===== config.mk =====
export PLATFORM = sky130hd
export DESIGN_NAME = serial_deserializer
export DESIGN_NICKNAME = d
export VERILOG_FILES = /design/src/rtl/serial_deserializer.sv
export SDC_FILE = /design/constraint.sdc
export NUM_CORES = 1
export LEC_CHECK = 0
export CAP_MARGIN = 0
export CORE_AREA = 8 8 45 47
export DETAILED_ROUTE_END_ITERATION = 8
export DIE_AREA = 0 0 53 55
export GPL_TIMING_DRIVEN = 1
export PLACE_DENSITY = 0.54
export SYNTH_ARGS = -nofsm -noshare
export SYNTH_HDL_FRONTEND = slang
export SYNTH_SLANG_ARGS = --single-unit

===== constraint.sdc =====
create_clock -name clk -period 2.87 [get_ports clk]
set_input_delay 0.7175 -clock clk [delete_from_list [all_inputs] [get_ports clk]]
set_output_delay 0.7175 -clock clk [all_outputs]
set_load 0.005 [all_outputs]

===== src/rtl/serial_deserializer.sv =====
// Serial-to-parallel bit collector for the correlator front end.
// Supports block mode (one word per WIDTH bits) and sliding-window mode (one word per bit).
module serial_deserializer #(
  parameter int WIDTH     = 3,
  parameter int INVERT    = 1,
  parameter int MSB_FIRST = 1,
  parameter int SLIDING   = 0
) (
  input  logic                       clk,
  input  logic                       rst,
  input  logic                       in,
  input  logic                       in_valid,
  input  logic                       sync,
  output logic [WIDTH-1:0]           out,
  output logic                       out_valid,
  output logic [$clog2(WIDTH)-1:0]   bit_idx,
  output logic                       filled
);

  localparam int             IW   = $clog2(WIDTH);
  localparam logic [IW-1:0]  LAST = IW'(WIDTH - 1);

  logic [WIDTH-1:0] sreg_q, sreg_d;
  logic [WIDTH-1:0] out_q, out_d;
  logic             out_valid_q, out_valid_d;
  logic [IW-1:0]    idx_q, idx_d;
  logic             filled_q, filled_d;

  logic             b;
  logic [WIDTH-1:0] shifted;
  logic [WIDTH-1:0] fresh;

  always_comb begin
    b       = (INVERT != 0) ? ~in : in;
    shifted = (MSB_FIRST != 0) ? {sreg_q[WIDTH-2:0], b} : {b, sreg_q[WIDTH-1:1]};
    // A resync bit lands where a first bit would after shifting into an empty register.
    fresh   = (MSB_FIRST != 0) ? {{(WIDTH-1){1'b0}}, b} : {b, {(WIDTH-1){1'b0}}};

    sreg_d      = sreg_q;
    out_d       = out_q;
    out_valid_d = 1'b0;
    idx_d       = idx_q;
    filled_d    = filled_q;

    if (sync) begin
      if (in_valid) begin
        sreg_d = fresh;
        idx_d  = IW'(1);
      end else begin
        sreg_d = '0;
        idx_d  = '0;
      end
      filled_d = 1'b0;
    end else if (in_valid) begin
      sreg_d = shifted;
      if (SLIDING != 0) begin
        // Fill counter saturates at WIDTH-1; every bit after that emits a window.
        if (filled_q || (idx_q == LAST)) begin
          out_d       = shifted;
          out_valid_d = 1'b1;
          filled_d    = 1'b1;
        end else begin
          idx_d = idx_q + IW'(1);
        end
      end else if (idx_q == LAST) begin
        out_d       = shifted;
        out_valid_d = 1'b1;
        idx_d       = '0;
      end else begin
        idx_d = idx_q + IW'(1);
      end
    end
  end

  always_ff @(posedge clk or posedge rst) begin
    if (rst) begin
      sreg_q      <= '0;
      out_q       <= '0;
      out_valid_q <= 1'b0;
      idx_q       <= '0;
      filled_q    <= 1'b0;
    end else begin
      sreg_q      <= sreg_d;
      out_q       <= out_d;
      out_valid_q <= out_valid_d;
      idx_q       <= idx_d;
      filled_q    <= filled_d;
    end
  end

  assign out       = out_q;
  assign out_valid = out_valid_q;
  assign bit_idx   = idx_q;
  assign filled    = (SLIDING != 0) ? filled_q : 1'b0;

endmodule

# After elaboration in Yosys (flattened, before gate mapping)
# Cells that the tools add are included.
dict set report totals {
  output_inout_bits 7
  wordCells 20
  n_memories 0
  inputBits 5
  mem_bits_rw 0
  register_bits 8
  rom_bits 0
  latch_bits 0
}
dict set report op_classes {
  n_reduce_logical 2
  add_sub_neg 1
  n_mux 10
  bitwise 2
  n_lt_le_gt_ge 0
  multipliers 0
  shift 0
  n_div 0
  n_eq_ne 1
}
# cell n
set ops {}
lappend ops {{$mux 2} 5}
lappend ops {{$mux 1} 5}
lappend ops {{$reduce_and 3->1} 1}
lappend ops {{$add 2x1->2 const B} 1}
lappend ops {{$eq 2x2->1 const B} 1}
lappend ops {{$not 1->1} 2}
lappend ops {{$reduce_bool 2->1} 1}

# Longest topological paths before layout
# Gate-level depths: netlist (run 1).
dict set report logic_depth {
  ltp_word 4
  mapped_depth 3
  ltp_nobuf 2
}

# Worst setup path after synthesis (run 1)
# No wires, ideal clock.
dict set report synth_path {
  kind {input to register}
  start {input port in_valid}
  end {register out_q[1] (netlist: out[1])}
  setup_ps 125
  t_arrival_ps 1398
  path_stages 3
  required_ps 2745
  slack_ps 1347
  n_path_buf 1
  path_cell_list {buf_4 -> and4bb_4 -> mux2_4}
}
dict set report synth_via {
  elab_chain_len 1
}
# element line
set synth_lines {}
lappend synth_lines {{from (decl)} 12} ;# input logic in_valid,
lappend synth_lines {{$reduce_and 3->1 (no line)} n/a}
lappend synth_lines {{to (signal assigned)} 84} ;# out_q <= out_d;
lappend synth_lines {{to (decl)} 24} ;# logic [WIDTH-1:0] out_q, out_d;
# Every way passes these cells.
# A chain may end at the register's enable or synchronous reset.

# Worst setup path after layout (run 1)
dict set report layout_path {
  start {register idx_q[1] (netlist: bit_idx[1])}
  end {output port bit_idx[1]}
}
# element line
set layout_rtl {}
lappend layout_rtl {{from (decl)} 26} ;# logic [IW-1:0] idx_q, idx_d;
lappend layout_rtl {{from (signal assigned)} 86} ;# idx_q <= idx_d;
lappend layout_rtl {{to (decl)} 16} ;# output logic [$clog2(WIDTH)-1:0] bit_idx,
# No word-level cell between the ends.

==> metrics.csv, run 1 <==
metric;value;unit
nFillCells;141;
drv_slew;0;
grtUsageTotal;5.51;%
skew;0.00345;ns
ys_seq_elements;8;
start_util;25.4;%
critPathRequiredTime;2.15;ns
portBuffers;10;
cts_tree;done;
clock_latency;0.25;ns
dieArea;2920;um^2
holdPathStages;1;
rsz0062_at_grt;no;
fin_setup_tns;0;ns
grt_pass1_vias;263;
path_clk_slew;0.05;ns
fin_crit;1.90;ns
synth.area.top_cells;dfrtp_1 57%, mux2i_1 8.5%, mux2_4 8.5%;
ys_warn_count;0;
hold_violations;0;
cp_num_buf_inv;1;
multi_input_area;129;um^2
fmax;0.526;GHz
r2r-start;bit_idx[0]$_DFFE_PP0P_;
grt_pass1_wl;1080;um
ys_seq_area_share;56.9;%
syn-instance-count;27;
clock-root-buffer;clkbuf_4;
synth_xor_area_share;0;%
power;275;uW
syn_area;352;um^2
ys_async_sr_fraction;100;%
die_h;55;um
synth_ff_type;dfrtp_1;
dp_hpwl;523;um
ir_drop;0.000234;V
crit_path_start_kind;register;
synth-simple-area-share;12.5;%
vias;238;
antennaDiodeCount;0;
drtPass1Iterations;4;
numCtsBuffers;3;
vias_per_cell;4.41;
end_kind;output pin;
yosysTopAreaCellShare;56.9;%
ios;12;
synth_top_family_by_area;multiplexers;
grt_max_degree;9;
period_share;66.3;%
setup_viol;0;
place_congestion;0.703;
wire_per_inst;12.6;um
path_max_fanout;5;
worst-r2r-setup-slack;1.66;ns
crit_path_max_incr_delay;0.53;ns
postSynthAreaPerCell;13.0;um^2
path_class;register to output pin;
syn_nets;32;
gr-total-overflow;0;
syn_to_final_growth;36.3;%
min_to;out[1]$_DFFE_PP0P_;
yosysUniqueCellTypes;13;
yosysTopAreaCell;dfrtp_1;
crit_slowest_cell;clkdlybuf4s50_1;
r2r-end;out[1]$_DFFE_PP0P_;
drt_iter0_markers;4;
row_count;14;
hp-class;register to register;
arrival;1.19;ns
muxShareOfSynthArea;17.1;%
pwr_density_cell;575;nW/um^2
synth-adder-area-share;0;%
core_area;1380;um^2
antenna_found_initial;0;
leakage;0.000218;uW
status;completed;
synth_edf_count;0;
synth_compound_area_share;6.05;%
maxCapViolations;0;
fin_nets;45;
cp_top_family;buffers and inverters;
crit_chain;clkdlybuf4s50_1;
ant_nets;0;
drive_gt1_share;15.8;%
r2r_cells;2;
seqCellArea;200;um^2
hold_buffers;0;
cts_max_level;1;
dieWidth;53;um
drc;0;
cts_buffer_depth;2;
wl;681;um
cts.sinks;8;
hp-start;out[1]$_DFFE_PP0P_;
cts_setup_buffers;0;
cts_resized;0;
[sequential cells by signal, indices dropped and copies added (netlist names)]
name	flops
out	3
bit_idx	2
sreg_q	2
out_valid	1
[stage by stage]
| step | instance area, um^2 | util, % | instances | setup WS [ns] | hold slack, ns |
|---|---|---|---|---|---|
| 5_1_grt | 479 | 34.6 | 54 | 0.899 | 0.531 |
| 4_1_cts | 479 | 34.6 | 54 | 0.935 | 0.515 |
| 2_1_floorplan | 352 | - | 27 | 1.35 | 0.481 |
| 3_5_place_dp | 457 | 33.0 | 51 | 0.785 | 0.501 |
| 3_3_place_gp | 457 | 33.0 | 51 | 0.801 | 0.495 |
| 6_report | 479 | 34.6 | 54 | 0.967 | 0.513 |
[worst register-to-register path, delay by kind of cell, from the launching register on]
kind	cells	cell delay (ns)
muxes	1	0.31
DFF	1	0.42
and+or+nand+nor	1	0.37
[metal layers]
layer | global-route usage (%) | routed length (um) | vias up
li1 | - | - | 110
met1 | 4.98 | 258 | 117
met2 | 8.01 | 357 | 11
met3 | 3.21 | 65 | 0
met4 | 6.47 | 0 | 0
met5 | 0 | 0 | -
[where the power goes]
group          internal, uW  switching [uW]
Combinational          37.2            17.8
Clock                  47.8            37.4
Sequential              126            8.99
Total                   211            64.2
[synth_stat cells (all sizes together) (2+ instances only)]
| cell type | instances |
|---|---|
| mux2 | 2 |
| inv | 2 |
| mux2i | 3 |
| nand2b | 2 |
| buf | 2 |
| dfrtp | 8 |
| nor2 | 2 |
[how the worst max path moves through the flow]
stage | from | endpoint | slack (ns) | cells past startpoint
detailed placement | in_valid | out[1]$_DFFE_PP0P_ | 0.79 | 3
finish | bit_idx[1]$_DFFE_PP0P_ | bit_idx[1] | 0.97 | 1
floorplan | in_valid | out[1]$_DFFE_PP0P_ | 1.35 | 3
global route | bit_idx[0]$_DFFE_PP0P_ | bit_idx[0] | 0.90 | 1
global placement | in_valid | out[1]$_DFFE_PP0P_ | 0.80 | 3
CTS | bit_idx[1]$_DFFE_PP0P_ | bit_idx[1] | 0.94 | 1
[layout by cell type, fill, tap and decap left out]
cell type and n:
dfrtp_1 8, a21oi_1 1, clkbuf_4 3, nor2_1 2, o21bai_1 1, clkdlybuf4s50_1 10
nand3b_1 1, mux2i_1 3, and4bb_4 1, nand2b_1 2, conb_1 1, inv_1 2
a22o_1 1, mux2_4 2
[logic make-up (layout without fill, tap and decap cells)]
| logic type | after synthesis | in the layout |
|---|---|---|
| buffers and inverters | 4 | 15 |
| DFF | 8 | 8 |
| and+or+nand+nor | 6 | 6 |
| other | 1 | 1 |
| AOI/OAI and AO/OA | 3 | 3 |
| muxes | 5 | 5 |
[final cells by class]
cell class / instances / area share, %
Clock buffer: 3 / 4.70
Inverter: 2 / 1.57
Multi-Input combinational cell: 15 / 26.9
Sequential cell: 8 / 41.8
Tap cell: 16 / 4.18
Timing Repair Buffer: 10 / 20.9
Power figures use the tool's default switching activity.
==> run 2, diff against run 1 <==
Settings changed: PLACE_DENSITY 0.54 to 0.56.
Clock period 2.87 ns to 1.55 ns, I/O delays scaled along.
==> run 2 against run 1 <==
  * Non-clock buffer count rose by 6
  * Global-route usage increased by 0.54 points
  * First-iteration DRC count fell by 75%
  * Design area is 9.9% higher
==> metrics.csv, run 2 (synthesis gave the netlist of run 1 again) <==
metric;value;unit;change
leakage;0.000264;uW;+21%
clock-root-buffer;clkbuf_4;;
start_util;25.4;%;unchanged
ant_nets;0;;unchanged
antenna_found_initial;0;;unchanged
cp_num_buf_inv;1;;unchanged
drive_gt1_share;27.3;%;+11 points
dp_slack;-0.0746;ns;-0.860 ns
grtUsageTotal;6.05;%;+0.54 points
rsz0062_at_grt;no;;
r2r-start;bit_idx[0]$_DFFE_PP0P_;;
hp-class;primary input to async pin;;
vias;252;;+5.9%
top_usage_layer;met2;;
place_congestion;0.784;;+12%
row_count;14;;unchanged
arrival;1.10;ns;-0.09 ns
clock_latency;0.25;ns;about the same
dieArea;2920;um^2;unchanged
core_area;1380;um^2;unchanged
critPathRequiredTime;1.16;ns;-0.99 ns
grtUsageMet2;9.38;%;+1.4 points
ios;12;;unchanged
largest_register_ffs;3;;unchanged
vias_per_cell;4.20;;-4.7%
drv_slew;0;;unchanged
cts_buffer_depth;2;;unchanged
antennaDiodeCount;0;;unchanged
dieWidth;53;um;unchanged
die_h;55;um;unchanged
ir_drop;0.000370;V;+58%
end_kind;output pin;;
drt_iter0_markers;1;;-3
seqCellArea;200;um^2;unchanged
path_clk_slew;0.06;ns;about the same
crit_slowest_cell;clkdlybuf4s50_1;;
nFillCells;141;;unchanged
cp_top_family;buffers and inverters;;
wl;764;um;+12%
fmax;0.673;GHz;
syn_to_final_growth;49.8;%;
final_common_cell;clkdlybuf4s50_1;;
dp_hpwl;592;um;+13%
crit_path_start_kind;register;;
status;completed;;
drc;0;;unchanged
hold_ws;0.374;ns;-0.139 ns
grtUsageMet3;4.01;%;+0.80 points
grt_pass1_wl;1190;um;+9.5%
crit_chain;clkdlybuf4s50_1;;
portBuffers;10;;unchanged
cts_tree;done;;
startpoint;bit_idx[1]$_DFFE_PP0P_;;
numCtsBuffers;3;;unchanged
cts_max_level;1;;unchanged
path_max_fanout;2;;-3
setup_slack;0.0650;ns;-0.902 ns
gr-total-overflow;0;;unchanged
hold_violations;0;;unchanged
period_share;95.8;%;
grt_pass1_vias;280;;+6.5%
maxCapViolations;0;;unchanged
multi_input_area;129;um^2;unchanged
final_cell_mix;9 x clkdlybuf4s50_1, 8 x dfrtp_1, 6 x buf_4;;
drtPass1Iterations;2;;-2
use_met1;4.96;%;-0.023 points
path_class;register to output pin;;
wire_per_inst;12.7;um;+0.97%
fin_nets;51;;+13%
final_core_util;38.1;%;+3.4 points
setup_viol;0;;unchanged
fin_crit;1.49;ns;
skew;0.00638;ns;+0.00293 ns
cts.sinks;8;;unchanged
grt_max_degree;9;;unchanged
pwr_density_cell;984;nW/um^2;+71%
crit_path_max_incr_delay;0.50;ns;-0.03 ns
hold_buffers;0;;unchanged
## run 2: cell types whose count changed in the layout (fill, tap and decap cells not counted), sizes merged
cell,before,now
clkdlybuf4s50,10,9
buf,0,6
dlymetal6s2s,0,1
## run 2: worst paths after layout
kind / to / slack (ns) / depth (start not counted)
max in group asynchronous: out[0]$_DFFE_PP0P_ / 0.94 / 2
min in group clk: out[2]$_DFFE_PP0P_ / 0.51 / 1
setup / recovery: bit_idx[1] / 0.06 / 1
hold / removal: bit_idx[1]$_DFFE_PP0P_ / 0.37 / 2
setup reg to reg: out[2]$_DFFE_PP0P_ / 0.27 / 3
hold reg to reg: out[2]$_DFFE_PP0P_ / 0.51 / 1
## run 2: power breakdown
part           internal (uW)  switching, uW  total (uW)
clock                   88.3           66.9         155
sequential               234           13.5         247
combinational           78.1           38.1         116
## run 2: timing repair
action                                  CTS  global route
endpoints found under the setup margin    2             2
gates resized for setup                   0             1
buffers inserted                          2             1
## run 2: area by class of cell
cell class / instances / area share (%)
Inverter: 2 / 1.43
Clock buffer: 3 / 4.28
Multi-Input combinational cell: 15 / 24.5
Tap cell: 16 / 3.80
Sequential cell: 8 / 38.0
Timing Repair Buffer: 16 / 28.0
## run 2: per-stage QoR
step / power, uW / setup TNS (ns) / instances / area [um^2]
after CTS: 527 / 0 / 59 / 517
after global placement: 359 / -0.101 / 54 / 479
after detailed placement: 362 / -0.158 / 54 / 479
after global routing: 556 / 0 / 60 / 527
final: 518 / 0 / 60 / 527
after floorplan: 296 / 0 / 27 / 352
## run 2: per-layer routing
metal / up-vias / wire [um]
li1: 123 / -
met5: - / 0
met1: 115 / 295
met2: 10 / 346
met4: 0 / 24
met3: 4 / 97
